### config.mk
export PLATFORM = sky130hd
export DESIGN_NAME = zmips_dbus_ctrl
export DESIGN_NICKNAME = d
export VERILOG_FILES = /design/src/rtl/zmips_pkg.sv /design/src/rtl/zmips_wbuf.sv /design/src/rtl/zmips_dbus_ctrl.sv
export SDC_FILE = /design/constraint.sdc
export NUM_CORES = 1
export LEC_CHECK = 0
export ABC_CLOCK_PERIOD_IN_PS = 2300
export CAP_MARGIN = 30
export CORE_AREA = 2 2 114 116
export DETAILED_ROUTE_END_ITERATION = 6
export DIE_AREA = 0 0 116 118
export GPL_ROUTABILITY_DRIVEN = 0
export HOLD_SLACK_MARGIN = 0.12
export PLACE_DENSITY = 0.85
export SYNTH_ARGS = -nofsm -noshare
export SYNTH_HDL_FRONTEND = slang
export SYNTH_SLANG_ARGS = --single-unit
### constraint.sdc
create_clock -name clk -period 2.3 [get_ports clk]
set_clock_uncertainty 0.05 [all_clocks]
set_input_delay 0.46 -clock clk [delete_from_list [all_inputs] [get_ports clk]]
set_output_delay 0.46 -clock clk [all_outputs]
set_load 0.03 [all_outputs]
### src/rtl/zmips_pkg.sv
// Shared ZMIPS definitions.
//   dbus_state_t : data-bus controller FSM states
//   WORD_BYTES   : bytes per data word
//   DMEM_ADDR_W  : default data-SRAM word-address width
//   LAT_CNT_W    : width of the read-latency down-counter (RD_LAT up to 4)
package zmips_pkg;

  typedef enum logic [1:0] {
    IDLE  = 2'd0,
    RREQ  = 2'd1,
    RWAIT = 2'd2,
    RDONE = 2'd3
  } dbus_state_t;

  localparam int WORD_BYTES  = 4;
  localparam int DMEM_ADDR_W = 12;
  localparam int LAT_CNT_W   = 2;

endpackage

### src/rtl/zmips_wbuf.sv
// One-entry posted-write buffer for the data bus controller.
//   load/ld_addr/ld_data : capture a new store (wins over a same-cycle drain)
//   drain                : the buffered store is being written to SRAM this cycle
//   lookup_addr/hit      : combinational match of a load word address
//   valid/addr/data      : current buffer contents
module zmips_wbuf #(
  parameter int ADDR_W = 12
) (
  input  logic              clk,
  input  logic              rst,
  input  logic              load,
  input  logic [ADDR_W-1:0] ld_addr,
  input  logic [31:0]       ld_data,
  input  logic              drain,
  input  logic [ADDR_W-1:0] lookup_addr,
  output logic              valid,
  output logic [ADDR_W-1:0] addr,
  output logic [31:0]       data,
  output logic              hit
);

  always_ff @(posedge clk or negedge rst) begin
    if (!rst) begin
      valid <= 1'b0;
      addr  <= '0;
      data  <= '0;
    end else begin
      // A store arriving in the drain cycle refills the entry, so
      // back-to-back stores never need to wait.
      if (load) begin
        valid <= 1'b1;
        addr  <= ld_addr;
        data  <= ld_data;
      end else if (drain) begin
        valid <= 1'b0;
      end
    end
  end

  assign hit = valid && (addr == lookup_addr);

endmodule

### src/rtl/zmips_dbus_ctrl.sv
// ZMIPS data-bus controller: core data port to single-port synchronous SRAM.
//   cpu_addr/cpu_wdata/cpu_wr/cpu_rd : core request (level, held while stalled)
//   cpu_rdata/cpu_stall/cpu_fault    : load data, combinational stall, reject pulse
//   mem_addr/mem_wdata/mem_we/mem_re : registered SRAM controls
//   mem_rdata                        : SRAM data, valid RD_LAT cycles after mem_re
//   dbg_state                        : current FSM state for observation
// Handshake: a request is taken in any cycle where cpu_wr or cpu_rd is high and
// cpu_stall is low; while cpu_stall is high the core holds its request unchanged.
module zmips_dbus_ctrl
  import zmips_pkg::*;
#(
  parameter int ADDR_W = DMEM_ADDR_W,
  parameter int RD_LAT = 2
) (
  input  logic              clk,
  input  logic              rst,
  input  logic [31:0]       cpu_addr,
  input  logic [31:0]       cpu_wdata,
  input  logic              cpu_wr,
  input  logic              cpu_rd,
  output logic [31:0]       cpu_rdata,
  output logic              cpu_stall,
  output logic              cpu_fault,
  output logic [ADDR_W-1:0] mem_addr,
  output logic [31:0]       mem_wdata,
  output logic              mem_we,
  output logic              mem_re,
  input  logic [31:0]       mem_rdata,
  output dbus_state_t       dbg_state
);

  localparam int BYTE_OFF_W = $clog2(WORD_BYTES);

  dbus_state_t          state, state_d;
  logic [LAT_CNT_W-1:0] lat_cnt;
  logic [31:0]          rd_q;

  logic [ADDR_W-1:0] req_waddr;
  logic              addr_fault;
  logic              fault_c;
  logic              wr_ok, rd_ok, rd_hit, rd_miss;
  logic              stall_c, fault_o;
  logic [31:0]       rdata_c;

  logic              wb_valid, wb_hit;
  logic [ADDR_W-1:0] wb_addr;
  logic [31:0]       wb_data;

  assign req_waddr  = cpu_addr[ADDR_W+BYTE_OFF_W-1:BYTE_OFF_W];
  assign addr_fault = (cpu_addr[BYTE_OFF_W-1:0] != '0) ||
                      ((cpu_addr >> (ADDR_W + BYTE_OFF_W)) != 32'd0);

  // Requests are only looked at in IDLE.
  assign fault_c = (state == IDLE) && (cpu_wr || cpu_rd) &&
                   (addr_fault || (cpu_wr && cpu_rd));
  assign wr_ok   = (state == IDLE) && cpu_wr && !fault_c;
  assign rd_ok   = (state == IDLE) && cpu_rd && !fault_c;
  assign rd_hit  = rd_ok && wb_hit;
  assign rd_miss = rd_ok && !wb_hit;

  zmips_wbuf #(.ADDR_W(ADDR_W)) u_wbuf (
    .clk         (clk),
    .rst         (rst),
    .load        (wr_ok),
    .ld_addr     (req_waddr),
    .ld_data     (cpu_wdata),
    .drain       (mem_we),
    .lookup_addr (req_waddr),
    .valid       (wb_valid),
    .addr        (wb_addr),
    .data        (wb_data),
    .hit         (wb_hit)
  );

  always_comb begin
    state_d = state;
    stall_c = 1'b0;
    fault_o = 1'b0;
    rdata_c = '0;
    case (state)
      IDLE: begin
        fault_o = fault_c;
        if (rd_hit) rdata_c = wb_data;
        if (rd_miss) begin
          stall_c = 1'b1;
          state_d = RREQ;
        end
      end
      RREQ: begin
        stall_c = 1'b1;
        state_d = RWAIT;
      end
      RWAIT: begin
        stall_c = 1'b1;
        if (lat_cnt == '0) state_d = RDONE;
      end
      RDONE: begin
        rdata_c = rd_q;
        state_d = IDLE;
      end
      default: state_d = IDLE;
    endcase
  end

  always_ff @(posedge clk or negedge rst) begin
    if (!rst) begin
      state     <= IDLE;
      lat_cnt   <= '0;
      rd_q      <= '0;
      mem_addr  <= '0;
      mem_wdata <= '0;
      mem_we    <= 1'b0;
      mem_re    <= 1'b0;
    end else begin
      state <= state_d;
      // The store strobe follows the buffer load by one cycle, which is the
      // drain cycle; the buffer still holds the entry then for forwarding.
      // Stores and loads are mutually exclusive (both is a fault), so the two
      // strobes can never be registered high together.
      mem_we <= wr_ok;
      mem_re <= rd_miss;
      if (wr_ok) begin
        mem_addr  <= req_waddr;
        mem_wdata <= cpu_wdata;
      end else if (rd_miss) begin
        mem_addr <= req_waddr;
      end
      if (state == RREQ) begin
        lat_cnt <= LAT_CNT_W'(RD_LAT - 1);
      end else if (state == RWAIT && lat_cnt != '0) begin
        lat_cnt <= lat_cnt - 1'b1;
      end
      if (state == RWAIT && lat_cnt == '0) rd_q <= mem_rdata;
    end
  end

  // Reset forces the combinational outputs quiet regardless of inputs.
  assign cpu_stall = rst && stall_c;
  assign cpu_fault = rst && fault_o;
  assign cpu_rdata = rst ? rdata_c : 32'd0;
  assign dbg_state = state;

endmodule

Word-level counts from Yosys, hierarchy flattened
Index checks and enable logic that the tools add are counted.
- add/sub/neg operators: 1
- equal/unequal tests: 6
- multiplexer cells: 15
- reductions and logical operators: 29
- operators by type and width (operator ; number):
    $mux W32 ; 2
    $pmux W32 S2 ; 1
    $reduce_bool A32 Y1 ; 1
    $mux W12 ; 2
    $logic_and A1 B1 Y1 ; 14
    $eq A12 B12 Y1 ; 1
    $reduce_bool A2 Y1 ; 5
    $mux W2 ; 4
    $pmux W2 S4 ; 1
    $eq A2 B2 Y1 const B ; 2
    $logic_not A2 Y1 ; 2
    $mux W1 ; 4
    $ne A2 B2 Y1 const B ; 2
    $logic_or A1 B1 Y1 ; 3
    $eq A2 B1 Y1 const B ; 1
    $logic_not A1 Y1 ; 2
    $pmux W1 S2 ; 1
    $reduce_and A2 Y1 ; 1
    $reduce_or A2 Y1 ; 1
    $sub A2 B1 Y2 const B ; 1
- register bits after elaboration: 95
- output and inout bits: 82

Depth between registers and ports, before layout
- depth in word-level cells: 10
- gate-level depth with buffers: 9
- depth with buffers taken out: 6

By module
A second synthesis with hierarchy kept.
- cells, all modules: 437
- area, all modules: 5920.7 um^2
- by module, submodules not included (module ; times used ; cells an instance ; area each (um^2) ; seq. area each (um^2)):
    zmips_dbus_ctrl ; 1 ; 324 ; 3917.5 ; 2052.0
    zmips_wbuf ; 1 ; 113 ; 2003.2 ; 1126.1

Least setup slack after synthesis
Ideal clock, no wire load.
- kind: register -> output
- start point: register state[0], in the netlist dbg_state[0]
- end point: output cpu_rdata[23]
- arrival time: 2.168 ns
- required time: 1.790 ns
- setup slack: -0.378 ns
- cell stages (with the launch flop): 9
- path buffers: 2
- cells stage by stage: dfrtp_1 -> inv_1 -> ha_1 -> clkbuf_1 -> nand2_1 -> nor4_4 -> buf_4 -> a32oi_1 -> nor2_1
- cells in the longest elaborated chain, start to end: 9
- elaborated cells between the ends (all ways): 11
- classes of those cells: eq/ne (1); mux (3); reduce/logical (7)
- RTL lines (element ; line ; source):
    from (decl) ; zmips_dbus_ctrl.sv:34 ; dbus_state_t state, state_d;
    from (signal assigned) ; zmips_dbus_ctrl.sv:115 ; state <= state_d;
    $logic_not A2 Y1 ; zmips_dbus_ctrl.sv:54, zmips_dbus_ctrl.sv:57, zmips_dbus_ctrl.sv:80 ;
    $logic_and A1 B1 Y1 (2 in a row) ; zmips_dbus_ctrl.sv:54 ; assign fault_c = (state == IDLE) && (cpu_wr || cpu_rd) &&
    $logic_not A1 Y1 ; zmips_dbus_ctrl.sv:57 ; assign rd_ok = (state == IDLE) && cpu_rd && !fault_c;
    $logic_and A1 B1 Y1 ; zmips_dbus_ctrl.sv:57 ;
    $logic_and A1 B1 Y1 ; zmips_dbus_ctrl.sv:58 ; assign rd_hit = rd_ok && wb_hit;
    $mux W32 ; zmips_dbus_ctrl.sv:83 ; if (rd_hit) rdata_c = wb_data;
    $pmux W32 S2 (*) ; zmips_dbus_ctrl.sv:80 ; case (state)
    $mux W32 (*) ; zmips_dbus_ctrl.sv:140 ; assign cpu_rdata = rst ? rdata_c : 32'd0;
    to (decl) ; zmips_dbus_ctrl.sv:21 ; output logic [31:0] cpu_rdata,
Mark *: on every way between the ends. The rest lies on a longest branch, timed or not.

Worst setup path in the final report
- start point: input cpu_addr[2]
- end point: output cpu_rdata[16]
- cells in the longest elaborated chain, start to end: 6
- RTL lines (element ; line ; source):
    from (decl) ; zmips_dbus_ctrl.sv:17 ; input logic [31:0] cpu_addr,
    $eq A12 B12 Y1 ; zmips_wbuf.sv:40 ; assign hit = valid && (addr == lookup_addr);
    $logic_and A1 B1 Y1 ; zmips_wbuf.sv:40 ;
    $logic_and A1 B1 Y1 ; zmips_dbus_ctrl.sv:58 ;
    $mux W32 ; zmips_dbus_ctrl.sv:83 ;
    $pmux W32 S2 ; zmips_dbus_ctrl.sv:80 ;
    $mux W32 ; zmips_dbus_ctrl.sv:140 ;
Every way passes these cells.

==> flow_summary.toml <==
[placed_design]
buffer_ports.inserted = 181
post-place-cells = 797
dp_hpwl_mm = 10.7
preCtsSetupSlack_ps = -1190

[sta]
setup_viol_count_final = 35
final_total_negative_setup_slack_ps = -16340
slew_viol_final = 0
worst_slew_pin_slew_ps = 715
layout_worst_path_cycle_share_pct = 124
final_hold_viol_count = 0
rsz0062_at_grt = "true"
post_layout_min_period_ps = 2850
fmax_achieved_mhz = 351
timing.slew.headroom_pct = 52.3
timing.final.ws_setup_ps = -549

[die]
io_pins = 182
die_y_um = 118
fp.dieW_um = 116
starting_utilization_of_the_core_area_pct = 39.0
core_area_um2 = 12400
standard_cell_row_count = 41
die_area_um2 = 13700

[detailed_routing]
routed_wirelength_mm = 17.0
antenna_left = 0
drt-vias-per-instance = 5.52
detailroute.via_count = 4650
detail_route.iter0.violations = 244
post_drt_wl_per_cell_um = 20.2
detailedRoute.firstPassIterationCount = 5
post-route-drc-count = 0

[cts]
inserted_clock_buffers = 9
clockBufferDepth = 2
tritoncts = "done"
root_buffer = "clkbuf_16"
h-tree-depth = 3
worst_setup_hold_path_clk_slew_ps = 70
worst_skew_pair.late_latency_ps = 340
clkSinkCount = 95

[setup_path]
reg2reg_depth = 7
worstSetupStartpointType = "input pin"
critical_path_peak_fanout = 8
critical_path.reg2reg.endpoint = "mem_addr[7]"
ff2ff_setup_slack_ps = 30
rr_startpoint = "u_wbuf.addr[2]"
crit_path_capture_type = "primary output"
cp_data_required_time_ps = 1790
startpoint = "cpu_addr[2]"
crit_arrival_ps = 2340
critical_path_class = "in -> out"

[final_layout]
final_common_cell = "clkdlybuf4s50_1"
layoutNonFillerInstCount = 843
postLayoutCoreUtil_pct = 66.0
drive_gt1_share_pct = 43.5
num_antenna_cells = 0
commonest_cells_after_routing_fill_and_taps_aside = "114 x clkdlybuf4s50_1, 93 x dfrtp_1, 76 x mux2_2"
num-nets-final = 772
area_delta_synth_final_pct = 69.1
layout.filler_cells = 933

[yosys]
synth.yosys.warnings = 0
synth_async_sr_flop_share_pct = 100
synth_enable_flop_cells = 0
synth_sequential_area_ratio_pct = 49.1
synth_area_um2 = 4850
syn_nets = 538
netlist_cell_types = 40
synthesis.instances = 432
ys_seq_elements = 95
synth_top_flop_cell = "dfrtp_1"
post_synth.cell_area_avg_um2 = 11.2

[outcome]
run_status = "complete, but fails checks"
failed_checks = "setup timing"

[power_and_ir_drop]
irDropWorstVdd_mv = 0.468
power.static_leakage_uw = 0.00341
post-layout-total-power_uw = 5910
power-per-cell-area_nw_per_um2 = 721

[job]
cap_viol_max_count = 0

[grt]
global_route.usage.total_pct = 24.8
grt-ovfl-total = 0
grt_first_pass_wirelength_mm = 26.3
initial_antenna_violation_count = 0
maximum_number_of_pins_on_one_net_before_global_route_repair = 57
grt_pass1_vias = 4994

[worst_hold_path]
timing.hold.worst.class = "in -> async"
## how the worst max path moves through the flow
stage	slack [ps]	cells after the start	end
after detailed placement	-1190	7	cpu_stall
after global placement	-1140	7	cpu_stall
final	-550	10	cpu_rdata[16]
after global routing	-630	10	cpu_rdata[16]
after floorplan	-190	8	cpu_rdata[23]
after CTS	-570	11	cpu_rdata[6]
## metal layers
layer  part of all wire, %  global-route usage (%)  vias up  wire (um)
met4                   2.2                    9.90        0        369
met2                    52                    43.5      225       8920
li1                      -                       -     2063          -
met3                   7.1                    5.10       34       1210
met5                     0                       0        -          0
met1                    38                    29.3     2328       6530
## registers in the layout, indices dropped and copies added, names as in the netlist
| register | count |
|---|---|
| dbg_state | 2 |
| lat_cnt | 2 |
| mem_addr | 12 |
| mem_re | 1 |
| mem_we | 1 |
| rd_q | 32 |
| u_wbuf.addr | 12 |
| u_wbuf.data | 32 |
| u_wbuf.valid | 1 |
## power breakdown
part / internal [uW] / total, uW / switching [uW] / leakage (uW)
logic: 1070 / 2170 / 1100 / 0.00209
clock network: 867 / 1510 / 643 / 0.000144
registers: 2010 / 2230 / 216 / 0.00118
## worst max-delay path: stages
cell	delay [ps]
clkdlybuf4s50_1	550
xnor2_1	150
nand2_1	140
nor4_4	180
buf_6	160
buf_12	120
buf_12	130
a32oi_4	120
nor2_2	160
buf_6	150
## cells by family after synthesis
group                    count (synthesis)  share of synthesized area (%)
AND/OR/NAND/NOR                        130                           12.7
flip-flops                              95                           49.1
multiplexers                            76                           17.7
AO/OA/AOI/OAI                           72                           12.7
buffers and inverters                   40                           4.00
XOR/XNOR                                13                           2.35
adder cells (fa/ha/maj)                  6                           1.55
## final cells by class
type	instances	area (um^2)	area share (%)
Timing Repair Buffer	258	2670	32.5
Inverter	5	18.8	0.229
Clock inverter	6	60.1	0.733
Multi-Input combinational cell	297	2620	31.9
Clock buffer	10	239	2.92
Sequential cell	95	2380	29.0
Tap cell	172	215	2.63
## stage by stage
step / instance area, um^2 / hold slack (ps)
floorplan: 4990 / 114
global placement: 7170 / 387
detailed placement: 7170 / 397
CTS: 8100 / 152
global route: 8190 / 173
finish: 8190 / 163
## synthesized netlist by cell type, types with 2 or more instances
| cell | instances | share of area [%] |
|---|---|---|
| a31oi_1 | 9 | 1.2 |
| o21ai_0 | 5 | 0.52 |
| buf_2 | 5 | 0.52 |
| a222oi_1 | 4 | 0.83 |
| inv_1 | 5 | 0.39 |
| mux2_2 | 76 | 18 |
| o22ai_1 | 2 | 0.26 |
| nand4_1 | 3 | 0.39 |
| clkbuf_1 | 18 | 1.4 |
| nand2_1 | 37 | 2.9 |
| buf_4 | 6 | 0.93 |
| buf_6 | 2 | 0.46 |
| nor4_1 | 5 | 0.65 |
| a221oi_2 | 6 | 1.9 |
| ha_1 | 6 | 1.5 |
| a221oi_1 | 2 | 0.36 |
| buf_1 | 4 | 0.31 |
| xnor2_1 | 13 | 2.3 |
| a21boi_0 | 8 | 1.2 |
| nor2_1 | 38 | 2.9 |
| nand2b_1 | 4 | 0.52 |
| nor2b_1 | 2 | 0.26 |
| dfrtp_1 | 95 | 49 |
| nand3_1 | 11 | 1.1 |
| nor3_1 | 20 | 2.1 |
| a32oi_1 | 32 | 5.8 |
## what timing repair did
item                       CTS  global route
setup endpoints to repair   58            46
gates cloned                 8             1
pin swaps                   33            43
hold buffers                 1             0
hold endpoints to repair     9             0
resized for setup          132            48
buffers inserted            20             7
Power figures use the tool's default switching activity.
